[src/rtl/pipe_reg_chain.sv]
// -----------------------------------------------------------------------------
// pipe_reg_chain
//
// Parametrised chain of STAGES pipeline registers carrying a WIDTH-bit payload
// plus a valid bit. Each stage can be held (stall) or squashed (bubble)
// independently by the hazard controller. The block does not propagate stalls
// itself. It only owns the register state and flags controller misuse:
//   ctrl_err  - stall and bubble asserted together on some stage
//   drop_err  - a valid entry was overwritten because its successor stalled
//   err_stage - lowest offending stage index of the first error cycle
//
// Optional feature macro: PIPE_PERF_CNT_EN
//   When defined, per-stage saturating stall/bubble cycle counters are built.
//   When undefined, stall_cnt/bubble_cnt are tied to zero and no counter flops
//   exist.
//
// Parameters:
//   WIDTH      payload bits per stage
//   STAGES     number of register stages (1..8)
//   BUBBLE_VAL payload loaded on bubble or reset
//   CNT_W      width of each performance counter
//
// Ports:
//   clock      single clock, rising edge
//   reset      synchronous, active-high
//   in_data    payload entering stage 0
//   in_valid   in_data carries a real instruction
//   stall      bit i: stage i holds its contents
//   bubble     bit i: stage i loads BUBBLE_VAL with valid=0
//   out_data   stage i payload at bits [i*WIDTH +: WIDTH]
//   out_valid  bit i: stage i holds a real instruction
//   ctrl_err   sticky stall+bubble conflict flag
//   drop_err   sticky dropped-entry flag
//   err_stage  stage index of the first error, frozen once a flag is set
//   stall_cnt  per-stage stall cycle counts, CNT_W bits each
//   bubble_cnt per-stage bubble cycle counts, CNT_W bits each
// -----------------------------------------------------------------------------
module pipe_reg_chain #(
  parameter int               WIDTH      = 64,
  parameter int               STAGES     = 5,
  parameter logic [WIDTH-1:0] BUBBLE_VAL = {WIDTH{1'b0}},
  parameter int               CNT_W      = 32
) (
  input  logic                      clock,
  input  logic                      reset,
  input  logic [WIDTH-1:0]          in_data,
  input  logic                      in_valid,
  input  logic [STAGES-1:0]         stall,
  input  logic [STAGES-1:0]         bubble,
  output logic [STAGES*WIDTH-1:0]   out_data,
  output logic [STAGES-1:0]         out_valid,
  output logic                      ctrl_err,
  output logic                      drop_err,
  output logic [2:0]                err_stage,
  output logic [STAGES*CNT_W-1:0]   stall_cnt,
  output logic [STAGES*CNT_W-1:0]   bubble_cnt
);

  // ---------------------------------------------------------------------------
  // Stage registers
  // ---------------------------------------------------------------------------
  logic [STAGES-1:0][WIDTH-1:0] data_q;
  logic [STAGES-1:0][WIDTH-1:0] data_d;
  logic [STAGES-1:0][WIDTH-1:0] src_data;
  logic [STAGES-1:0]            valid_q;
  logic [STAGES-1:0]            valid_d;
  logic [STAGES-1:0]            src_valid;

  // Per-stage error events, indexed by the stage that is blamed.
  logic [STAGES-1:0]            ctrl_hit;
  logic [STAGES-1:0]            drop_hit;
  logic [STAGES-1:0]            err_hit;

  genvar gi;
  generate
    for (gi = 0; gi < STAGES; gi++) begin : g_stage
      // Stage 0 is fed from the input port, every other stage from its
      // predecessor's registered contents.
      if (gi == 0) begin : g_src_in
        assign src_data[gi]  = in_data;
        assign src_valid[gi] = in_valid;
      end else begin : g_src_prev
        assign src_data[gi]  = data_q[gi-1];
        assign src_valid[gi] = valid_q[gi-1];
      end

      assign ctrl_hit[gi] = stall[gi] & bubble[gi];

      // Stage gi loses its valid entry when its successor holds while gi
      // itself advances. A bubble on gi is a deliberate squash, not a loss.
      // The last stage is always consumed downstream, so it is never checked.
      if (gi < STAGES - 1) begin : g_drop
        assign drop_hit[gi] = stall[gi+1] & ~stall[gi] & valid_q[gi] & ~bubble[gi];
      end else begin : g_no_drop
        assign drop_hit[gi] = 1'b0;
      end

      assign out_data[gi*WIDTH +: WIDTH] = data_q[gi];
    end
  endgenerate

  assign err_hit   = ctrl_hit | drop_hit;
  assign out_valid = valid_q;

  // Stall beats bubble beats load. Reset is applied in the register process.
  always_comb begin
    data_d  = data_q;
    valid_d = valid_q;
    for (int i = 0; i < STAGES; i++) begin
      if (!stall[i]) begin
        if (bubble[i]) begin
          data_d[i]  = BUBBLE_VAL;
          valid_d[i] = 1'b0;
        end else begin
          data_d[i]  = src_data[i];
          valid_d[i] = src_valid[i];
        end
      end
    end
  end

  always_ff @(posedge clock) begin
    if (reset) begin
      for (int i = 0; i < STAGES; i++) begin
        data_q[i] <= BUBBLE_VAL;
      end
      valid_q <= '0;
    end else begin
      data_q  <= data_d;
      valid_q <= valid_d;
    end
  end

  // ---------------------------------------------------------------------------
  // Sticky error tracking
  // ---------------------------------------------------------------------------
  logic       ctrl_err_q, ctrl_err_d;
  logic       drop_err_q, drop_err_d;
  logic [2:0] err_stage_q, err_stage_d;
  logic [2:0] first_idx;

  // Scan from the top down so the lowest offending index is the one kept.
  always_comb begin
    first_idx = 3'd0;
    for (int i = STAGES - 1; i >= 0; i--) begin
      if (err_hit[i]) begin
        first_idx = 3'(i);
      end
    end
  end

  always_comb begin
    ctrl_err_d  = ctrl_err_q | (|ctrl_hit);
    drop_err_d  = drop_err_q | (|drop_hit);
    err_stage_d = err_stage_q;
    // Only the first error cycle records a stage; later errors leave it alone.
    if (!(ctrl_err_q || drop_err_q) && (|err_hit)) begin
      err_stage_d = first_idx;
    end
  end

  always_ff @(posedge clock) begin
    if (reset) begin
      ctrl_err_q  <= 1'b0;
      drop_err_q  <= 1'b0;
      err_stage_q <= 3'd0;
    end else begin
      ctrl_err_q  <= ctrl_err_d;
      drop_err_q  <= drop_err_d;
      err_stage_q <= err_stage_d;
    end
  end

  assign ctrl_err  = ctrl_err_q;
  assign drop_err  = drop_err_q;
  assign err_stage = err_stage_q;

  // ---------------------------------------------------------------------------
  // Optional performance counters
  // ---------------------------------------------------------------------------
`ifdef PIPE_PERF_CNT_EN
  logic [STAGES-1:0][CNT_W-1:0] stall_cnt_q, stall_cnt_d;
  logic [STAGES-1:0][CNT_W-1:0] bubble_cnt_q, bubble_cnt_d;

  // Saturating counters: once all-ones they stay there until reset.
  // A bubble that is overridden by a stall is not counted as a bubble.
  always_comb begin
    stall_cnt_d  = stall_cnt_q;
    bubble_cnt_d = bubble_cnt_q;
    for (int i = 0; i < STAGES; i++) begin
      if (stall[i] && (stall_cnt_q[i] != {CNT_W{1'b1}})) begin
        stall_cnt_d[i] = stall_cnt_q[i] + CNT_W'(1);
      end
      if (bubble[i] && !stall[i] && (bubble_cnt_q[i] != {CNT_W{1'b1}})) begin
        bubble_cnt_d[i] = bubble_cnt_q[i] + CNT_W'(1);
      end
    end
  end

  always_ff @(posedge clock) begin
    if (reset) begin
      stall_cnt_q  <= '0;
      bubble_cnt_q <= '0;
    end else begin
      stall_cnt_q  <= stall_cnt_d;
      bubble_cnt_q <= bubble_cnt_d;
    end
  end

  generate
    for (gi = 0; gi < STAGES; gi++) begin : g_cnt_out
      assign stall_cnt[gi*CNT_W +: CNT_W]  = stall_cnt_q[gi];
      assign bubble_cnt[gi*CNT_W +: CNT_W] = bubble_cnt_q[gi];
    end
  endgenerate
`else
  assign stall_cnt  = '0;
  assign bubble_cnt = '0;
`endif

endmodule
[config.mk]
export PLATFORM = sky130hd
export DESIGN_NAME = pipe_reg_chain
export DESIGN_NICKNAME = d
export VERILOG_FILES = /design/src/rtl/pipe_reg_chain.sv
export SDC_FILE = /design/constraint.sdc
export NUM_CORES = 1
export LEC_CHECK = 0
export ABC_AREA = 1
export BUFFER_PORTS_ARGS = -buffer_cell sky130_fd_sc_hd__buf_2
export CORE_AREA = 3 3 284 286
export CTS_CLUSTER_SIZE = 24
export DETAILED_ROUTE_END_ITERATION = 10
export DIE_AREA = 0 0 287 289
export PLACE_DENSITY = 0.36
export SYNTH_ARGS = -nofsm -noshare
export SYNTH_HDL_FRONTEND = slang
export SYNTH_SLANG_ARGS = --single-unit
[constraint.sdc]
create_clock -name clock -period 1.75 [get_ports clock]
set_clock_uncertainty 0.2 [all_clocks]
set_input_delay 0.175 -clock clock [delete_from_list [all_inputs] [get_ports clock]]
set_output_delay 0.175 -clock clock [all_outputs]
set_load 0.03 [all_outputs]
=== Yosys cells after proc, flatten, opt, wreduce, memory -nomap -nowiden ===
Cells that the tools add are included.

* Flip-flop bits (word level): 330
* Bits in latches: 0
* Bits in writable memories: 0
* Bits in read-only memories: 0
* Input port bits: 77
* Output and inout port bits: 650
* Memories kept: 0

* Add/subtract/negate cells: 0
* Multipliers: 0
* Div/mod/pow operators: 0
* Order comparisons: 0
* Equal/unequal tests: 0
* Shift operators: 0
* Muxes and demuxes: 15
* Bitwise operators: 28
* Reduce and logical (&&, ||, !) cells: 6

{| class="wikitable"
|+ Operator list
! cell !! count
|-
| 64-bit 2-to-1 mux || 5
|-
| 1-bit bitwise AND || 17
|-
| 3-bit 2-to-1 mux || 5
|-
| 5-bit OR reduction || 2
|-
| 1-bit inverter || 8
|-
| 1-bit 2-to-1 mux || 5
|-
| 5-bit by 4-bit bitwise OR with 5-bit output || 1
|-
| 4-bit OR reduction || 1
|-
| 1-bit bitwise OR || 2
|-
| 1-bit logical AND || 1
|-
| 1-bit logical NOT || 1
|-
| 1-bit logical OR || 1
|}

=== Longest topological paths before layout ===
Gate-level depths: netlist of run 1.

* Depth in word-level cells: 10
* Gate-level depth with buffers: 10
* Depth with buffers taken out: 10

=== Worst setup path after synthesis of run 1 ===
Ideal clock, no wire load.

* Kind: register to register
* Start point: reg valid_q[3], in the netlist out_valid[3]
* End point: reg err_stage_q[2], in the netlist err_stage[2]
* Setup time: 0.114 ns
* Arrival time: 1.134 ns
* Path slack: 0.302 ns
* Cell stages (with the launch flop): 10
* Path buffers: 0
* Cell sequence: dfxtp_1 -> nand2_1 -> inv_1 -> nand2_1 -> nand2_1 -> nor2_2 -> nand2_2 -> nand2_2 -> a21oi_1 -> nor2_1

* Word-level cells in the longest chain between the ends: 7
* Elaborated cells on any way between the ends: 9
* Classes of those cells: mux: 4; bitwise: 3; reduce/logical: 2

{| class="wikitable"
|+ RTL lines
! item !! line !! RTL
|-
| from (decl) || 65 || <nowiki>logic [STAGES-1:0] valid_q;</nowiki>
|-
| from (signal assigned) || 130 || <nowiki>valid_q <= valid_d;</nowiki>
|-
| 1-bit bitwise AND * (2 in series) || 93 || <nowiki>assign drop_hit[gi] = stall[gi+1] & ~stall[gi] & valid_q[gi] & ~bubble[gi];</nowiki>
|-
| 5-bit by 4-bit bitwise OR with 5-bit output * || 102 || <nowiki>assign err_hit = ctrl_hit | drop_hit;</nowiki>
|-
| 3-bit 2-to-1 mux (4 in series) || 146 || <nowiki>if (err_hit[i]) begin</nowiki>
|-
| to (signal assigned) || 170 || <nowiki>err_stage_q <= err_stage_d;</nowiki>
|-
| to (decl) || 139 || <nowiki>logic [2:0] err_stage_q, err_stage_d;</nowiki>
|}

Every way passes the cells marked *; elsewhere a longest branch is shown, timed or not.
A chain may end at the register's enable or synchronous reset.

=== Worst setup path after layout of run 1 ===
* Start point: reg data_q (netlist bit out_data[31])
* End point: out out_data[31]

{| class="wikitable"
|+ RTL lines
! item !! line !! RTL
|-
| from (decl) || 62 || <nowiki>logic [STAGES-1:0][WIDTH-1:0] data_q;</nowiki>
|-
| from (signal assigned) || 129 || <nowiki>data_q <= data_d;</nowiki>
|-
| to (decl) || 50 || <nowiki>output logic [STAGES*WIDTH-1:0] out_data,</nowiki>
|}

No word-level cell between the ends.

==> Flow_metrics.wiki, run 1 <==
{| class="wikitable"
! Metric !! Value
|-
| Run status || completed
|-
| Post-synthesis register bit count || 330
|-
| Source-to-sink clock delay at the later pin of the worst-skew pair || about 0.56 ns
|-
| Count of final hold-check violations || 0
|-
| CTS root buf || sky130_fd_sc_hd__clkbuf_16
|-
| Worst reg2reg path endpoint || err_stage[2]$_SDFFE_PP0P_
|-
| Most common cell after layout, fill and taps aside || sky130_fd_sc_hd__nand2_1
|-
| Number of detailed-route iterations in the first pass || 5
|-
| Core Box Area || 78600 µm²
|-
| Final Net Count || ~2400
|-
| Input/output buffers || between 400 and 500
|-
| Slew @ Worst Pin || 0.948 ns
|-
| Post-CTS Setup Bufs || 0
|-
| Reg2reg path depth || 9
|-
| Critical path peak fanout || 3
|-
| Slack of the worst reg-to-reg path || around 0.32 ns
|-
| Floorplan die width || between 200 and 300 µm
|-
| Highest Clock Rate || between 0.6 and 0.7 GHz
|-
| TritonCTS clock tree || built
|-
| List of cells traversed by the critical path || buf_2
|-
| Placer's final routability congestion estimate || between 0.7 and 0.8
|-
| # setup viols final || 0
|-
| Period utilization || 0.942
|-
| Worst path slowest cell || sky130_fd_sc_hd__dfxtp_1
|-
| Antenna Violating Nets Remaining || 0
|-
| Worst hold stages || 4
|-
| Critical path buffers and inverters || 1
|-
| Placed Area || 16100 µm²
|-
| Synthesis warning total || 0
|-
| Final-report max-slew violation count || 0
|-
| Data required time at the worst endpoint || 1.37 ns
|-
| Cells after synthesis || roughly 1800
|-
| Cell area after technology mapping || ~14000 µm²
|-
| Most frequent cells in the layout || sky130_fd_sc_hd__nand2_1 (544), sky130_fd_sc_hd__buf_2 (400), sky130_fd_sc_hd__dfxtp_1 (330)
|-
| Element type at the critical path start || flip-flop
|-
| Via-to-Cell Ratio || approximately 3.7
|-
| Total I/O pin count || 727
|-
| Number of antenna violations at the first check in global routing || 6
|-
| Sink Count || 330
|-
| Unique cell type count in the Yosys netlist || 19
|-
| Core Util, Final || 0.242
|-
| Setup crit end kind || output port
|-
| Final wirelength || 54.4 mm
|-
| Max IR drop VDD || 0.529 mV
|-
| Share of final-layout standard cells stronger than drive strength 1 || 0.222
|-
| Placed wire-length estimate after detailed placement || 38.8 mm
|-
| Accumulated negative setup slack || 0 ns
|-
| Max transition margin || 0.366
|-
| Synth Area per Inst || between 7 and 8 µm²
|-
| Residual overflow from global routing || 0
|-
| Vias in the first global route || ~12000
|-
| Hold Worst Slack || roughly 0.077 ns
|-
| Worst reg2reg startpoint || out_valid[2]$_SDFFE_PP0N_
|-
| Number of max-capacitance violations reported || 0
|-
| Rows || roughly 100
|-
| Routed len/inst || around 16 µm
|-
| Fin worst setup slack || 0.101 ns
|-
| Number of CTS-inserted buffers || between 40 and 50
|-
| Endpoint with the worst hold slack || out_data[17]$_SDFFE_PP0N_
|-
| Initial core utilization || 0.177
|-
| PwrDens || about 1000 nW/µm²
|-
| Min cycle time layout || 1.65 ns
|-
| P&R area growth vs syn || 36.7%
|-
| Largest net degree at the start of global routing || 75
|-
| Die height || roughly 290 µm
|-
| Worst setup slack after placement || roughly 0.27 ns
|-
| Number of design-rule violations left by the first detailed-router iteration || between 500 and 600
|-
| Arrival time of the worst setup path || 1.27 ns
|-
| CP Class || flip-flop to output port
|-
| Worst path top cell family by delay || flip-flops
|-
| # H-tree levels || 2
|-
| Worst hold path type || input pin to flip-flop
|-
| Clock-pin slew reported for the worst setup and hold paths after clock tree synthesis || 0.05 ns
|-
| Static power due to leakage || between 8 and 9 nW
|-
| Wire length of the first global-routing pass || ~80 mm
|-
| Final Cell Area || approximately 19000 µm²
|-
| Buffer depth of the longest clock path || 3
|-
| Largest incremental delay on the critical path || between 0.4 and 0.5 ns
|-
| RSZ-0062 raised after global routing || false
|-
| DRC errors left || 0
|-
| Via count || approximately 13000
|-
| Hold_sp || stall[0]
|-
| Proportion of synthesized chip area in sequential cells || 0.474
|-
| GRT Util Overall || 0.123
|-
| Full die area || around 83000 µm²
|}
[cell type report]
cell class / count / area [µm²]
Timing Repair Buffer: 599 / 4090
Tap cell: 1050 / 1310
Antenna cell: 3 / 7.51
Clock inverter: 10 / 104
Fill cell: 8896 / 59600
Multi-Input combinational cell: 1344 / 5590
Clock buffer: 66 / 1280
Sequential cell: 330 / 6610
Inverter: 11 / 41.3
[worst max path at each step]
stage	startpoint	endpoint	slack [ns]	depth (start not counted)
5_1_grt	out_data[31]$_SDFFE_PP0N_	out_data[31]	0.0002	1
4_1_cts	out_data[31]$_SDFFE_PP0N_	out_data[31]	0.02	1
6_report	out_data[31]$_SDFFE_PP0N_	out_data[31]	0.10	1
3_3_place_gp	stall[0]	err_stage[2]$_SDFFE_PP0P_	0.25	9
2_1_floorplan	out_valid[3]$_SDFFE_PP0N_	err_stage[2]$_SDFFE_PP0P_	0.30	9
3_5_place_dp	stall[0]	err_stage[2]$_SDFFE_PP0P_	0.27	9
[cell usage after synthesis]
cell | instances | share of area
sky130_fd_sc_hd__buf_4 | 325 | 0.18
sky130_fd_sc_hd__inv_1 | 11 | 0.0030
sky130_fd_sc_hd__nand3_1 | 2 | 0.00072
sky130_fd_sc_hd__clkbuf_1 | 49 | 0.013
sky130_fd_sc_hd__nor3_1 | 1 | 0.00036
sky130_fd_sc_hd__nand2_1 | 544 | 0.15
sky130_fd_sc_hd__dfxtp_1 | 330 | 0.47
sky130_fd_sc_hd__a21oi_1 | 329 | 0.12
sky130_fd_sc_hd__a41oi_1 | 1 | 0.00063
sky130_fd_sc_hd__conb_1 | 1 | 0.00027
sky130_fd_sc_hd__nand3b_1 | 1 | 0.00054
sky130_fd_sc_hd__buf_2 | 51 | 0.018
sky130_fd_sc_hd__nand4_1 | 1 | 0.00045
sky130_fd_sc_hd__nor2_1 | 75 | 0.020
sky130_fd_sc_hd__nor2_2 | 3 | 0.0013
sky130_fd_sc_hd__buf_1 | 8 | 0.0022
sky130_fd_sc_hd__o21ai_0 | 63 | 0.023
sky130_fd_sc_hd__o21ai_1 | 2 | 0.00072
sky130_fd_sc_hd__nand2_2 | 2 | 0.00090
[tightest hold or removal path, stage by stage]
cell	delay (ns)
sky130_fd_sc_hd__buf_4	0.13
sky130_fd_sc_hd__buf_4	0.29
sky130_fd_sc_hd__nand2_1	0.12
sky130_fd_sc_hd__a21oi_1	0.05
[power breakdown]
group	leakage, nW	internal (mW)	switching (mW)	total [mW]
clock network	0.679	5.20	3.46	8.66
logic	4.93	0.615	2.04	2.66
registers	2.68	7.68	0.111	7.79
[state kept, by name, summed over array words and instances (netlist names)]
name       cells
drop_err       1
out_valid      5
out_data     320
ctrl_err       1
err_stage      3
[logic make-up after synthesis]
logic type | synth area share
simple gates | 0.171
flops | 0.474
buf+inv | 0.212
other cells | 0.000269
compound gates | 0.142
[routing by layer]
layer | GRT usage | up-vias | part of all wire | wire length (µm)
met4 | 0.0387 | 4 | 0.027 | 1460
li1 | - | 6189 | - | -
met1 | 0.147 | 5890 | 0.41 | 22400
met5 | 0 | - | 0.00050 | 27
met3 | 0.0282 | 78 | 0.061 | 3320
met2 | 0.218 | 395 | 0.50 | 27200
[through the flow]
step | total power, mW | cells
after detailed placement | 10.4 | 3183
after CTS | 19.5 | 3414
after global placement | 10.4 | 3183
after floorplan | 10.2 | 2118
final | 19.1 | 3413
after global routing | 20.0 | 3411
[what timing repair did]
item	4_1_cts	5_1_grt
endpoints found under the setup margin	0	4
hold buffers	155	0
endpoints found under the hold margin	313	0
resized for setup	0	2
Power figures use the tool's default switching activity.
==> inputs of run 2 (changes only) <==
BUFFER_PORTS_ARGS = unset   (was -buffer_cell sky130_fd_sc_hd__buf_2)
DONT_BUFFER_PORTS = 1   (was unset)
PLACE_DENSITY = 0.3   (was 0.36)
==> run 2 against run 1 <==
The flow now finishes with violations (hold timing, setup timing). Non-clock buffer count fell by 230. Fmax fell by 6.8%. First-iteration DRC count fell by 7.1%. Power rose by 0.62%. Highest routed layer is now met4.
==> Flow_metrics.wiki, run 2 (same netlist as run 1, synthesis figures left out) <==
{| class="wikitable"
! Metric !! Value
|-
| Fin worst setup slack || -0.0189 ns (was 0.101 ns)
|-
| Largest net degree at the start of global routing || 190 (was 75)
|-
| Accumulated negative setup slack || -0.0480 ns (was 0 ns)
|-
| Via-to-Cell Ratio || 3.74 (was 3.68)
|-
| Wire length of the first global-routing pass || 81.1 mm (was 78.4 mm)
|-
| Number of CTS-inserted buffers || 43 (unchanged)
|-
| Die height || 289 µm (unchanged)
|-
| Critical path peak fanout || 1 (was 3)
|-
| Global route hottest layer || met2 (unchanged)
|-
| Number of detailed-route iterations in the first pass || 5 (unchanged)
|-
| RSZ-0062 raised after global routing || true (was false)
|-
| Total I/O pin count || 727 (unchanged)
|-
| Number of design-rule violations left by the first detailed-router iteration || 514 (was 553)
|-
| Arrival time of the worst setup path || 2.01 ns (was 1.27 ns)
|-
| Rows || 103 (unchanged)
|-
| GR Layer Usage met3 || 0.0405 (was 0.0282)
|-
| Core Util, Final || 0.242 (about the same)
|-
| Highest Clock Rate || 0.565 GHz (was 0.607 GHz)
|-
| Sequential cell area || 6620 µm² (was 6610 µm²)
|-
| Routed len/inst || 19.1 µm (was 15.9 µm)
|-
| Vias in the first global route || 11700 (was 12200)
|-
| Initial core utilization || 0.177 (unchanged)
|-
| Worst hold path type || input pin to flip-flop (unchanged)
|-
| Max transition margin || 0.615 (was 0.366)
|-
| Via count || 11900 (was 12600)
|-
| Input/output buffers || 0 (was 406)
|-
| Final-report max-slew violation count || 0 (unchanged)
|-
| Met1 usage || 0.153 (was 0.147)
|-
| Max IR drop VDD || 0.621 mV (was 0.529 mV)
|-
| Run status || finished, violations left (was completed)
|-
| Full die area || 82900 µm² (unchanged)
|-
| PwrDens || 1010 nW/µm² (was 1000 nW/µm²)
|-
| Post-placement cell count || 2762 (was 3183)
|-
| Residual overflow from global routing || 0 (unchanged)
|-
| List of cells traversed by the critical path || dlygate4sd3_1 -> nand2_1 -> dlygate4sd3_1 -> a21oi_1 -> dlygate4sd3_1 (was buf_2)
|-
| Most frequent cells in the layout || sky130_fd_sc_hd__nand2_1 (544), sky130_fd_sc_hd__a21oi_1 (328), sky130_fd_sc_hd__conb_1 (320) (was sky130_fd_sc_hd__nand2_1 (544), sky130_fd_sc_hd__buf_2 (400), sky130_fd_sc_hd__dfxtp_1 (330))
|-
| Post-route total power || 19.2 mW (was 19.1 mW)
|-
| Largest register FFs || 320 (unchanged)
|-
| Area of the multi-input gates || 5590 µm² (about the same)
|-
| Met2 GRT Util || 0.227 (was 0.218)
|-
| CTS root buf || sky130_fd_sc_hd__clkbuf_16 (unchanged)
|-
| P&R area growth vs syn || 36.5% (was 36.7%)
|-
| Slew @ Worst Pin || 0.577 ns (was 0.948 ns)
|-
| Period utilization || 1.01 (was 0.942)
|-
| Element type at the critical path start || input pin (was flip-flop)
|-
| Count of final hold-check violations || 1 (was 0)
|-
| Most common cell after layout, fill and taps aside || sky130_fd_sc_hd__nand2_1 (unchanged)
|-
| Core Box Area || 78600 µm² (unchanged)
|-
| Placed wire-length estimate after detailed placement || 35.5 mm (was 38.8 mm)
|-
| Number of max-capacitance violations reported || 0 (unchanged)
|-
| Static power due to leakage || 7.54 nW (was 8.29 nW)
|-
| Buffer depth of the longest clock path || 3 (unchanged)
|-
| Placed Area || 13900 µm² (was 16100 µm²)
|-
| Final Net Count || 2176 (was 2406)
|-
| Final wirelength || 60.8 mm (was 54.4 mm)
|-
| Placer's final routability congestion estimate || 0.727 (was 0.759)
|-
| Antenna Violating Nets Remaining || 0 (unchanged)
|-
| # H-tree levels || 2 (unchanged)
|-
| Min cycle time layout || 1.77 ns (was 1.65 ns)
|-
| Setup crit end kind || flip-flop (was output port)
|-
| Share of final-layout standard cells stronger than drive strength 1 || 0.0639 (was 0.222)
|-
| Layout filler cell count || 8834 (was 8896)
|-
| Most frequent cell on the critical path || sky130_fd_sc_hd__dlygate4sd3_1
|-
| Number of antenna violations at the first check in global routing || 6 (unchanged)
|-
| Worst setup slack after placement || 0.351 ns (was 0.268 ns)
|-
| TritonCTS clock tree || built (unchanged)
|-
| DRC errors left || 0 (unchanged)
|-
| Source-to-sink clock delay at the later pin of the worst-skew pair || 0.56 ns (about the same)
|-
| Post-route non-filler standard cell count || 3181 (was 3413)
|-
| # setup viols final || 4 (was 0)
|-
| Floorplan die width || 287 µm (unchanged)
|-
| Largest incremental delay on the critical path || 0.58 ns (was 0.45 ns)
|-
| Hold Worst Slack || -0.220 ns (was 0.0767 ns)
|-
| Clock-pin slew reported for the worst setup and hold paths after clock tree synthesis || 0.06 ns (was 0.05 ns)
|-
| Failing checks || hold timing, setup timing
|-
| Data required time at the worst endpoint || 1.99 ns (was 1.37 ns)
|-
| GRT Util Overall || 0.129 (was 0.123)
|-
| CP Class || input pin to flip-flop (was flip-flop to output port)
|-
| Sink Count || 330 (unchanged)
|-
| Final Cell Area || 19000 µm² (about the same)
|-
| Worst path slowest cell || sky130_fd_sc_hd__dlygate4sd3_1 (was sky130_fd_sc_hd__dfxtp_1)
|}
[run 2: area by class of cell]
class,count,area share
Clock buffer,65,0.0663
Tap cell,1050,0.0691
Antenna cell,4,0.000527
Sequential cell,330,0.349
Multi-Input combinational cell,1344,0.294
Timing Repair Buffer,369,0.211
Inverter,11,0.00230
Clock inverter,8,0.00816
[run 2: where the power goes]
part | switching (mW) | internal (mW)
registers | 0.454 | 7.68
clock network | 3.46 | 5.52
logic | 1.58 | 0.526
[run 2: path summary, 6_finish.rpt]
path	from	endpoint	cells after the start	slack, ns
worst min register to register	err_stage[1]$_SDFFE_PP0P_	err_stage[1]$_SDFFE_PP0P_	2	0.29
worst max-delay path	in_data[34]	out_data[34]$_SDFFE_PP0N_	5	-0.02
worst max register to register	out_data[229]$_SDFFE_PP0N_	out_data[229]$_SDFFE_PP0N_	3	0.08
worst min-delay path	reset	out_data[32]$_SDFFE_PP0N_	1	-0.22
[run 2: layer usage]
metal | vias up | wire [µm]
li1 | 5747 | -
met3 | 66 | 4610
met5 | - | 0
met1 | 5689 | 24600
met2 | 395 | 30500
met4 | 0 | 1070
[run 2: critical path: cells and delay by family]
kind / cells / cell delay (ns)
AO/OA/AOI/OAI: 1 / 0.06
AND/OR/NAND/NOR: 1 / 0.07
buffers and inverters: 3 / 1.70
[run 2: timing repair]
action	CTS	global route
buffers inserted	0	5
gates resized for setup	0	28
hold endpoints to repair	330	12
hold buffers	330	2
setup endpoints to repair	0	125
